`config.mk`:
```
export PLATFORM = sky130hd
export DESIGN_NAME = multicast_fork_serializer
export DESIGN_NICKNAME = d
export VERILOG_FILES = /design/src/rtl/multicast_fork_serializer.sv
export SDC_FILE = /design/constraint.sdc
export NUM_CORES = 1
export LEC_CHECK = 0
export BUFFER_PORTS_ARGS = -buffer_cell sky130_fd_sc_hd__buf_2
export CAP_MARGIN = 40
export CORE_MARGIN = 1
export CORE_UTILIZATION = 57
export DETAILED_ROUTE_END_ITERATION = 7
export PLACE_DENSITY = 0.83
export SYNTH_ARGS = -nofsm -noshare
export SYNTH_HDL_FRONTEND = slang
export SYNTH_SLANG_ARGS = --single-unit
```
`constraint.sdc`:
```
create_clock -name rc_clk -period 9.23 [get_ports rc_clk]
set_clock_uncertainty 0.05 [all_clocks]
set_input_delay 1.846 -clock rc_clk [delete_from_list [all_inputs] [get_ports rc_clk]]
set_output_delay 1.846 -clock rc_clk [all_outputs]
set_load 0.05 [all_outputs]
```
`src/rtl/multicast_fork_serializer.sv`:
```
// Captures the five route-computed sub-packets, drops empty copies and issues the
// survivors one per handshake to the switch allocator, lowest entry first.
module multicast_fork_serializer #(
  parameter int DATASIZE = 30,
  parameter int NUM_SUB  = 5
) (
  input  logic                rc_clk,
  input  logic                rst,
  input  logic [DATASIZE-1:0] data_in1,
  input  logic [DATASIZE-1:0] data_in2,
  input  logic [DATASIZE-1:0] data_in3,
  input  logic [DATASIZE-1:0] data_in4,
  input  logic [DATASIZE-1:0] data_in5,
  input  logic [4:0]          direction_in1,
  input  logic [4:0]          direction_in2,
  input  logic [4:0]          direction_in3,
  input  logic [4:0]          direction_in4,
  input  logic [4:0]          direction_in5,
  output logic                rc_ready,
  output logic [DATASIZE-1:0] data_out,
  output logic [4:0]          direction_out,
  output logic                valid_out,
  input  logic                sa_ready,
  output logic [2:0]          copies_out,
  output logic                busy
);

  typedef enum logic {IDLE, SEND} state_t;

  state_t              state;
  logic [DATASIZE-1:0] data_in_a   [NUM_SUB];
  logic [4:0]          dir_in_a    [NUM_SUB];
  logic [DATASIZE-1:0] data_buf_p0 [NUM_SUB];
  logic [4:0]          dir_buf_p0  [NUM_SUB];
  logic [NUM_SUB-1:0]  live;
  logic [NUM_SUB-1:0]  pend_p0;
  logic [NUM_SUB-1:0]  pend_next;
  logic [2:0]          cur_idx;
  logic                vld_p0;

  function automatic logic is_live(input logic [15:0] dst, input logic vflag,
                                   input logic [4:0] dir);
    return (dir != 5'd0) && (dst != 16'd0) && vflag;
  endfunction

  function automatic logic [2:0] popcount(input logic [NUM_SUB-1:0] m);
    logic [2:0] c;
    c = '0;
    for (int i = 0; i < NUM_SUB; i++) c = c + 3'(m[i]);
    return c;
  endfunction

  function automatic logic [2:0] lowest_idx(input logic [NUM_SUB-1:0] m);
    logic [2:0] idx;
    idx = '0;
    for (int i = NUM_SUB - 1; i >= 0; i--) if (m[i]) idx = 3'(i);
    return idx;
  endfunction

  assign data_in_a[0] = data_in1;
  assign data_in_a[1] = data_in2;
  assign data_in_a[2] = data_in3;
  assign data_in_a[3] = data_in4;
  assign data_in_a[4] = data_in5;
  assign dir_in_a[0]  = direction_in1;
  assign dir_in_a[1]  = direction_in2;
  assign dir_in_a[2]  = direction_in3;
  assign dir_in_a[3]  = direction_in4;
  assign dir_in_a[4]  = direction_in5;

  always_comb begin
    live = '0;
    for (int i = 0; i < NUM_SUB; i++)
      live[i] = is_live(data_in_a[i][24:9], data_in_a[i][0], dir_in_a[i]);
  end

  // Clearing the lowest set bit retires exactly the copy currently on the output.
  assign pend_next = pend_p0 & (pend_p0 - 1'b1);

  // Stage p0: capture buffers and pending mask
  always_ff @(posedge rc_clk) begin
    if (rst) begin
      state      <= IDLE;
      pend_p0    <= '0;
      copies_out <= '0;
      for (int i = 0; i < NUM_SUB; i++) begin
        data_buf_p0[i] <= '0;
        dir_buf_p0[i]  <= '0;
      end
    end else begin
      case (state)
        IDLE: begin
          for (int i = 0; i < NUM_SUB; i++) begin
            data_buf_p0[i] <= data_in_a[i];
            dir_buf_p0[i]  <= dir_in_a[i];
          end
          pend_p0 <= live;
          if (live != '0) begin
            state      <= SEND;
            copies_out <= popcount(live);
          end
        end
        SEND: begin
          if (sa_ready) begin
            pend_p0 <= pend_next;
            if (pend_next == '0) state <= IDLE;
          end
        end
        default: state <= IDLE;
      endcase
    end
  end

  // Output mux: registered buffers only, zeroed when no copy is held
  assign vld_p0        = (state == SEND);
  assign cur_idx       = lowest_idx(pend_p0);
  assign valid_out     = vld_p0;
  assign busy          = vld_p0;
  assign rc_ready      = (state == IDLE) && !rst;
  assign data_out      = vld_p0 ? data_buf_p0[cur_idx] : '0;
  assign direction_out = vld_p0 ? dir_buf_p0[cur_idx]  : '0;

endmodule
```
==> flow_summary.yaml, run 1 <==
floorplanning:
  die-area_mm2: 0.0153
  rows: 44
  core-area_mm2: 0.0145
  die_x_um: 124
  ios: 219
  die_h_um: 124
  initial_core_util: 0.582
synthesis:
  synthesis.area_mm2: 0.00842
  yosysWarnings: 0
  synth_cells: 554
  synth.area.top_cells: "edfxtp_1, and2_1, mux4_2, a22o_1, dfxtp_1"
  synth_top_area_cell: "edfxtp_1"
  synth_edf_count: 175
  syn_area_per_cell_um2: 15.2
  synth_seq_area_share: 0.645
  synth_cell_type_count: 40
  syn-num-nets: 736
  postSynthRegisterBits: 184
  synthFlopType: "edfxtp_1"
  synth.top_cell.area_share: 0.624
  async_flop_share: 0
  synth_common_cells: "and2_1, edfxtp_1, a22o_1, mux4_2, clkbuf_1"
global_routing:
  grt_start_max_net_pins: 96
  grt_pass1_wl_mm: 28.7
  globalRouteTotalUtil: 0.268
  antenna_found_initial: 2
  grt_remaining_overflow: 0
  grt_pass1_vias: 5331
cells_and_area:
  synthToLayoutAreaGrowth_pct: 22.7
  final_nets: 947
  final_util: 0.714
  layout-drive-gt1-share: 0.380
timing:
  post-route-period-util: 0.542
  tns_ps: 0
  worstMarginPinSlew_ps: 948
  fmax_mhz: 200
  slew_violations: 0
  relSlewSlack: 0.368
  whs_ps: 446
  post-route-min-period_ps: 5000
  finalSetupViolations: 0
  rsz0062_at_grt: "false"
  finalHoldViolCount: 0
setup_path:
  cp-end-kind: "primary output"
  cp-start-kind: "flip-flop"
  cp.arrival_ps: 3110
  critPathMaxFanout: 21
  critPathKind: "flip-flop to primary output"
  worstPathRequired_ps: 7330
route:
  wirelength_mm: 19.9
  dr.pass1.iters: 5
  drcViolationCount: 0
  dr.first_iter.drc_count: 567
  drt-vias-per-instance: 5.85
  avgRoutedWirePerCell_um: 20.7
  ant_nets: 0
  vias: 5634
pwr:
  irDropWorstVdd_uv: 144
  p_int_mw: 1.66
  power.leakage_nw: 4.35
  p_sw_frac: 0.258
  clockPowerShare: 0.342
  switching_power_mw: 0.578
  p_per_area_mw_per_mm2: 217
  p_seq_frac: 0.479
  comb_power_share: 0.179
cts:
  clk_pin_slew_ps: 60
  cts_setup_buffers: 0
  cts_tree: "yes"
  clockBufferDepth: 2
  htree_num_levels: 4
  cts_inserted_buffers: 17
  root_buffer: "clkbuf_16"
  ctsHoldBuffers: 0
  cts-resized-gates: 0
  clkSinkCount: 184
  clk_latency_ps: 420
placement:
  port_buffers: 218
  gp_congestion: 0.834
  hpwl_mm: 13.8
job:
  drv_cap: 0
run_status:
  status: "complete, no violations"
min_path:
  hold_path_class: "flip-flop to flip-flop"
==> final timing paths <==
kind / end / from / slack, ps / depth (start not counted)
worst max register to register: data_buf_p0[4][26] / busy / 6830 / 2
worst min-delay path: copies_out[1] / copies_out[1] / 450 / 2
worst max-delay path: data_out[1] / pend_p0[1] / 4230 / 6
worst min register to register: copies_out[1] / copies_out[1] / 450 / 2
==> per-layer routing <==
| metal | vias up | part of all wire | global-route usage | wire length (um) |
|---|---|---|---|---|
| li1 | 2526 | - | - | - |
| met1 | 2815 | 0.39 | 0.336 | 7820 |
| met2 | 260 | 0.52 | 0.449 | 10300 |
| met3 | 31 | 0.070 | 0.0595 | 1390 |
| met4 | 2 | 0.021 | 0.118 | 428 |
| met5 | - | 0.00075 | 0 | 15 |
==> flip-flops by register name, summed over array words and instances, names as in the netlist <==
signal       count
busy             1
copies_out       3
data_buf_p0    150
dir_buf_p0      25
pend_p0          5
==> worst max-delay path: stages (launching register included) <==
cell and delay [ps]:
dfxtp_1 490, a21oi_2 80, nor2_4 520, buf_4 530, mux4_1 620, a22o_1 200
buf_2 210
==> placed cells by master, fill, tap and decap left out, types with 7 or more instances in the layout <==
cell       Yosys  layout
nor2_1        10       9
edfxtp_1     175     175
dfxtp_1        9       9
nor4_1        20      20
buf_2          3     218
a22o_1        35      35
inv_1          8       8
mux4_2        30      30
and2_1       175     175
clkbuf_16      0      17
buf_4          1       7
==> power groups by stage <==
| stage | registers [mW] | logic [mW] | clock network (mW) |
|---|---|---|---|
| after CTS | 1.07 | 0.402 | 0.772 |
| after global routing | 1.08 | 0.427 | 0.800 |
| after global placement | 1.08 | 0.384 | 0 |
| after floorplan | 1.09 | 0.274 | 0 |
| final | 1.07 | 0.401 | 0.765 |
| after detailed placement | 1.09 | 0.399 | 0 |
==> logic make-up (layout without fill, tap and decap cells) <==
family	after synthesis	after routing	synth area share
AO/OA/AOI/OAI	54	54	0.0545
adder cells (fa/ha/maj)	5	5	0.00891
buffers and inverters	44	268	0.0241
flip-flops	184	184	0.645
multiplexers	38	38	0.0995
other	0	1	0
AND/OR/NAND/NOR	229	229	0.168
==> through the flow <==
stage,power [mW],area (um2),setup WS [ps],cells
2_1_floorplan,1.37,8420,2540,554
3_3_place_gp,1.46,9670,4350,928
3_5_place_dp,1.49,9720,4310,930
4_1_cts,2.25,10300,4180,962
5_1_grt,2.31,10300,4040,963
6_report,2.24,10300,4230,963
==> layout make-up <==
class                           instances  area (um2)
Clock buffer                           23         468
Tap cell                              184         230
Inverter                                9        33.8
Sequential cell                       184        5440
Antenna cell                            1        2.50
Timing Repair Buffer                  227        1190
Fill cell                             974        4140
Clock inverter                          9         149
Multi-Input combinational cell        326        2830
(Power assumes the default switching activity.)
==> run 2: changes to the inputs <==
ABC_AREA = 1   (was not set)
CORE_UTILIZATION = 55   (was 57)
PLACE_DENSITY = 0.79   (was 0.83)
clock period = 4.65 ns   (was 9.23 ns; I/O delays follow)
==> run 2 against run 1 <==
Compared with the run above:
- sequential share of layout area down 4.5 points
- global-route usage down 1.3 points
- final cell count up 61%
- register-to-register slack worse by 4600 ps
- count of clock-buffer cells in the layout down 5
- non-clock buffer count up 4
- final area up 9.5%
- core utilization down 3.6 points
- synthesized cell count up 100%
- flip-flop and latch count unchanged
- synthesized area up 13%
==> flow_summary.yaml, run 2 <==
cts:
  htree_num_levels: 4
  cts-resized-gates: 0
  clk_pin_slew_ps: 70
  cts_inserted_buffers: 17
  cts_setup_buffers: 0
  clkSinkCount: 184
  cts_tree: "yes"
  clockBufferDepth: 2
  ctsHoldBuffers: 0
  clk_latency_ps: 430
  root_buffer: "clkbuf_16"
cells_and_area:
  reg_top3: "data_buf_p0: 150 flops, dir_buf_p0: 25 flops, pend_p0: 5 flops"
  seqCellArea_mm2: 0.00544
  regMostFlops: "data_buf_p0"
  final_nets: 1501
  final_cell_mix: "inv_1, nor2_1, buf_2, edfxtp_1, nand2_1"
  multi_input_area_mm2: 0.00265
  final_common_cell: "inv_1"
  synthToLayoutAreaGrowth_pct: 19.0
  largest_reg_flops: 150
  layout-drive-gt1-share: 0.225
  fill_cells: 1371
synthesis:
  synth.top_cell.area_share: 0.553
  async_flop_share: 0
  postSynthRegisterBits: 184
  synth_common_cells: "inv_1, nor2_1, edfxtp_1, nand2_1, o21ai_1"
  yosysMostFrequentCell: "inv_1"
  syn_area_per_cell_um2: 8.48
  synth_cell_type_count: 25
  synth_top_area_cell: "edfxtp_1"
  synthesis.area_mm2: 0.00951
  synth.area.top_cells: "edfxtp_1, inv_1, nor2_1, a21oi_2, nand2_1"
  synth_edf_count: 175
  synthFlopType: "edfxtp_1"
  yosysWarnings: 0
  syn-num-nets: 1303
  synth_cells: 1121
  synth_seq_area_share: 0.572
floorplanning:
  die-area_mm2: 0.0178
  die_h_um: 133
  ios: 219
  initial_core_util: 0.569
  die_x_um: 133
  rows: 47
  core-area_mm2: 0.0167
timing:
  fin_ws_ps: 957
  worstMarginPinSlew_ps: 881
  fmax_mhz: 271
  tns_ps: 0
  relSlewSlack: 0.412
  post-route-min-period_ps: 3690
  finalHoldViolCount: 0
  post-route-period-util: 0.794
  rsz0062_at_grt: "false"
  slew_violations: 0
  finalSetupViolations: 0
route:
  wirelength_mm: 21.9
  drt-vias-per-instance: 4.92
  dr.first_iter.drc_count: 615
  vias: 7635
  drcViolationCount: 0
  dr.pass1.iters: 7
  ant_nets: 0
  avgRoutedWirePerCell_um: 14.1
run_status:
  status: "complete, no violations"
setup_path:
  critPathMaxFanout: 37
  cp-start-kind: "flip-flop"
  cp.arrival_ps: 2710
  cp-end-kind: "primary output"
  critPathKind: "flip-flop to primary output"
  worstRegToRegCells: 5
  r2r_slack_ps: 2230
  r2r-start: "busy"
  r2r_end: "data_buf_p0[3][24]"
  worstPathRequired_ps: 3670
placement:
  pre_cts_ws_ps: 980
  port_buffers: 218
  hpwl_mm: 14.9
  gp_congestion: 0.861
global_routing:
  grt_remaining_overflow: 0
  globalRouteTotalUtil: 0.255
  grt_pass1_vias: 7353
  grt_start_max_net_pins: 97
  antenna_found_initial: 1
  grt_pass1_wl_mm: 34.8
min_path:
  hold_start: "copies_out[0]"
  worstHoldPathCells: 2
  hold_path_class: "flip-flop to flip-flop"
  whs_endpoint: "copies_out[0]"
pwr:
  p_per_area_mw_per_mm2: 412
  power.leakage_nw: 5.95
  irDropWorstVdd_uv: 297
job:
  drv_cap: 0
-- run 2: cell count changes in the layout (fill, tap and decap cells not counted), sizes merged, moves of 43 or more --
cell,delta
a21oi,+70
and2,-175
inv,+297
nand2,+63
nand3,+43
nor2,+284
o21ai,+79
-- run 2: stage by stage --
stage | hold WS (ps) | util | std cells | area (um2) | total power, mW
floorplan | 440 | - | 1121 | 9510 | 2.99
global placement | 426 | 0.641 | 1517 | 10700 | 3.26
detailed placement | 422 | 0.644 | 1520 | 10700 | 3.29
CTS | 446 | 0.677 | 1551 | 11300 | 4.68
global route | 485 | 0.677 | 1552 | 11300 | 4.87
finish | 441 | 0.677 | 1552 | 11300 | 4.66
-- run 2: worst max-delay path by stage --
stage                      start           endpoint  slack, ps  cells after the start
floorplan                    rst  data_buf_p0[0][0]        240                      2
global placement    data_in2[10]      copies_out[1]        590                     14
detailed placement  data_in2[10]      copies_out[1]        980                     15
CTS                   pend_p0[0]        data_out[0]        950                     12
global route          pend_p0[0]        data_out[0]        700                     12
finish                pend_p0[0]        data_out[0]        960                     12
-- run 2: logic make-up (layout without fill, tap and decap cells) --
| logic type | Yosys count | count (layout) | synth area share |
|---|---|---|---|
| buf+inv | 359 | 569 | 0.150 |
| fa+ha+maj | 4 | 4 | 0.00684 |
| other cells | 0 | 1 | 0 |
| compound gates | 157 | 157 | 0.0959 |
| flops | 184 | 184 | 0.572 |
| simple gates | 417 | 417 | 0.175 |
-- run 2: critical path, stage by stage, from the launching register on --
cell and delay (ps):
dfxtp_1 380, nor2_2 70, inv_2 120, nor2_1 60
inv_1 90, nor2_1 60, inv_2 510, buf_4 390
nor2_1 80, nor2_1 100, nand2_1 80, inv_1 60
buf_2 260
-- run 2: routing by layer --
layer / GRT usage / share of wire
met2: 0.439 / 0.50
met4: 0.116 / 0.030
met1: 0.313 / 0.41
met3: 0.0472 / 0.064
met5: 0 / 0
-- run 2: final cells by class --
type | count | area share
sequential | 184 | 0.480
tap | 220 | 0.0243
clock buffer | 18 | 0.0379
antenna | 1 | 0.000221
inverter | 307 | 0.102
multi-input combinational | 578 | 0.234
timing repair buffer | 231 | 0.108
clock inverter | 13 | 0.0117
-- run 2: report_power, final --
part,internal [mW],switching (mW),total (mW)
clock network,0.783,0.617,1.40
logic,0.313,0.808,1.12
registers,2.08,0.0603,2.14
total,3.17,1.49,4.66
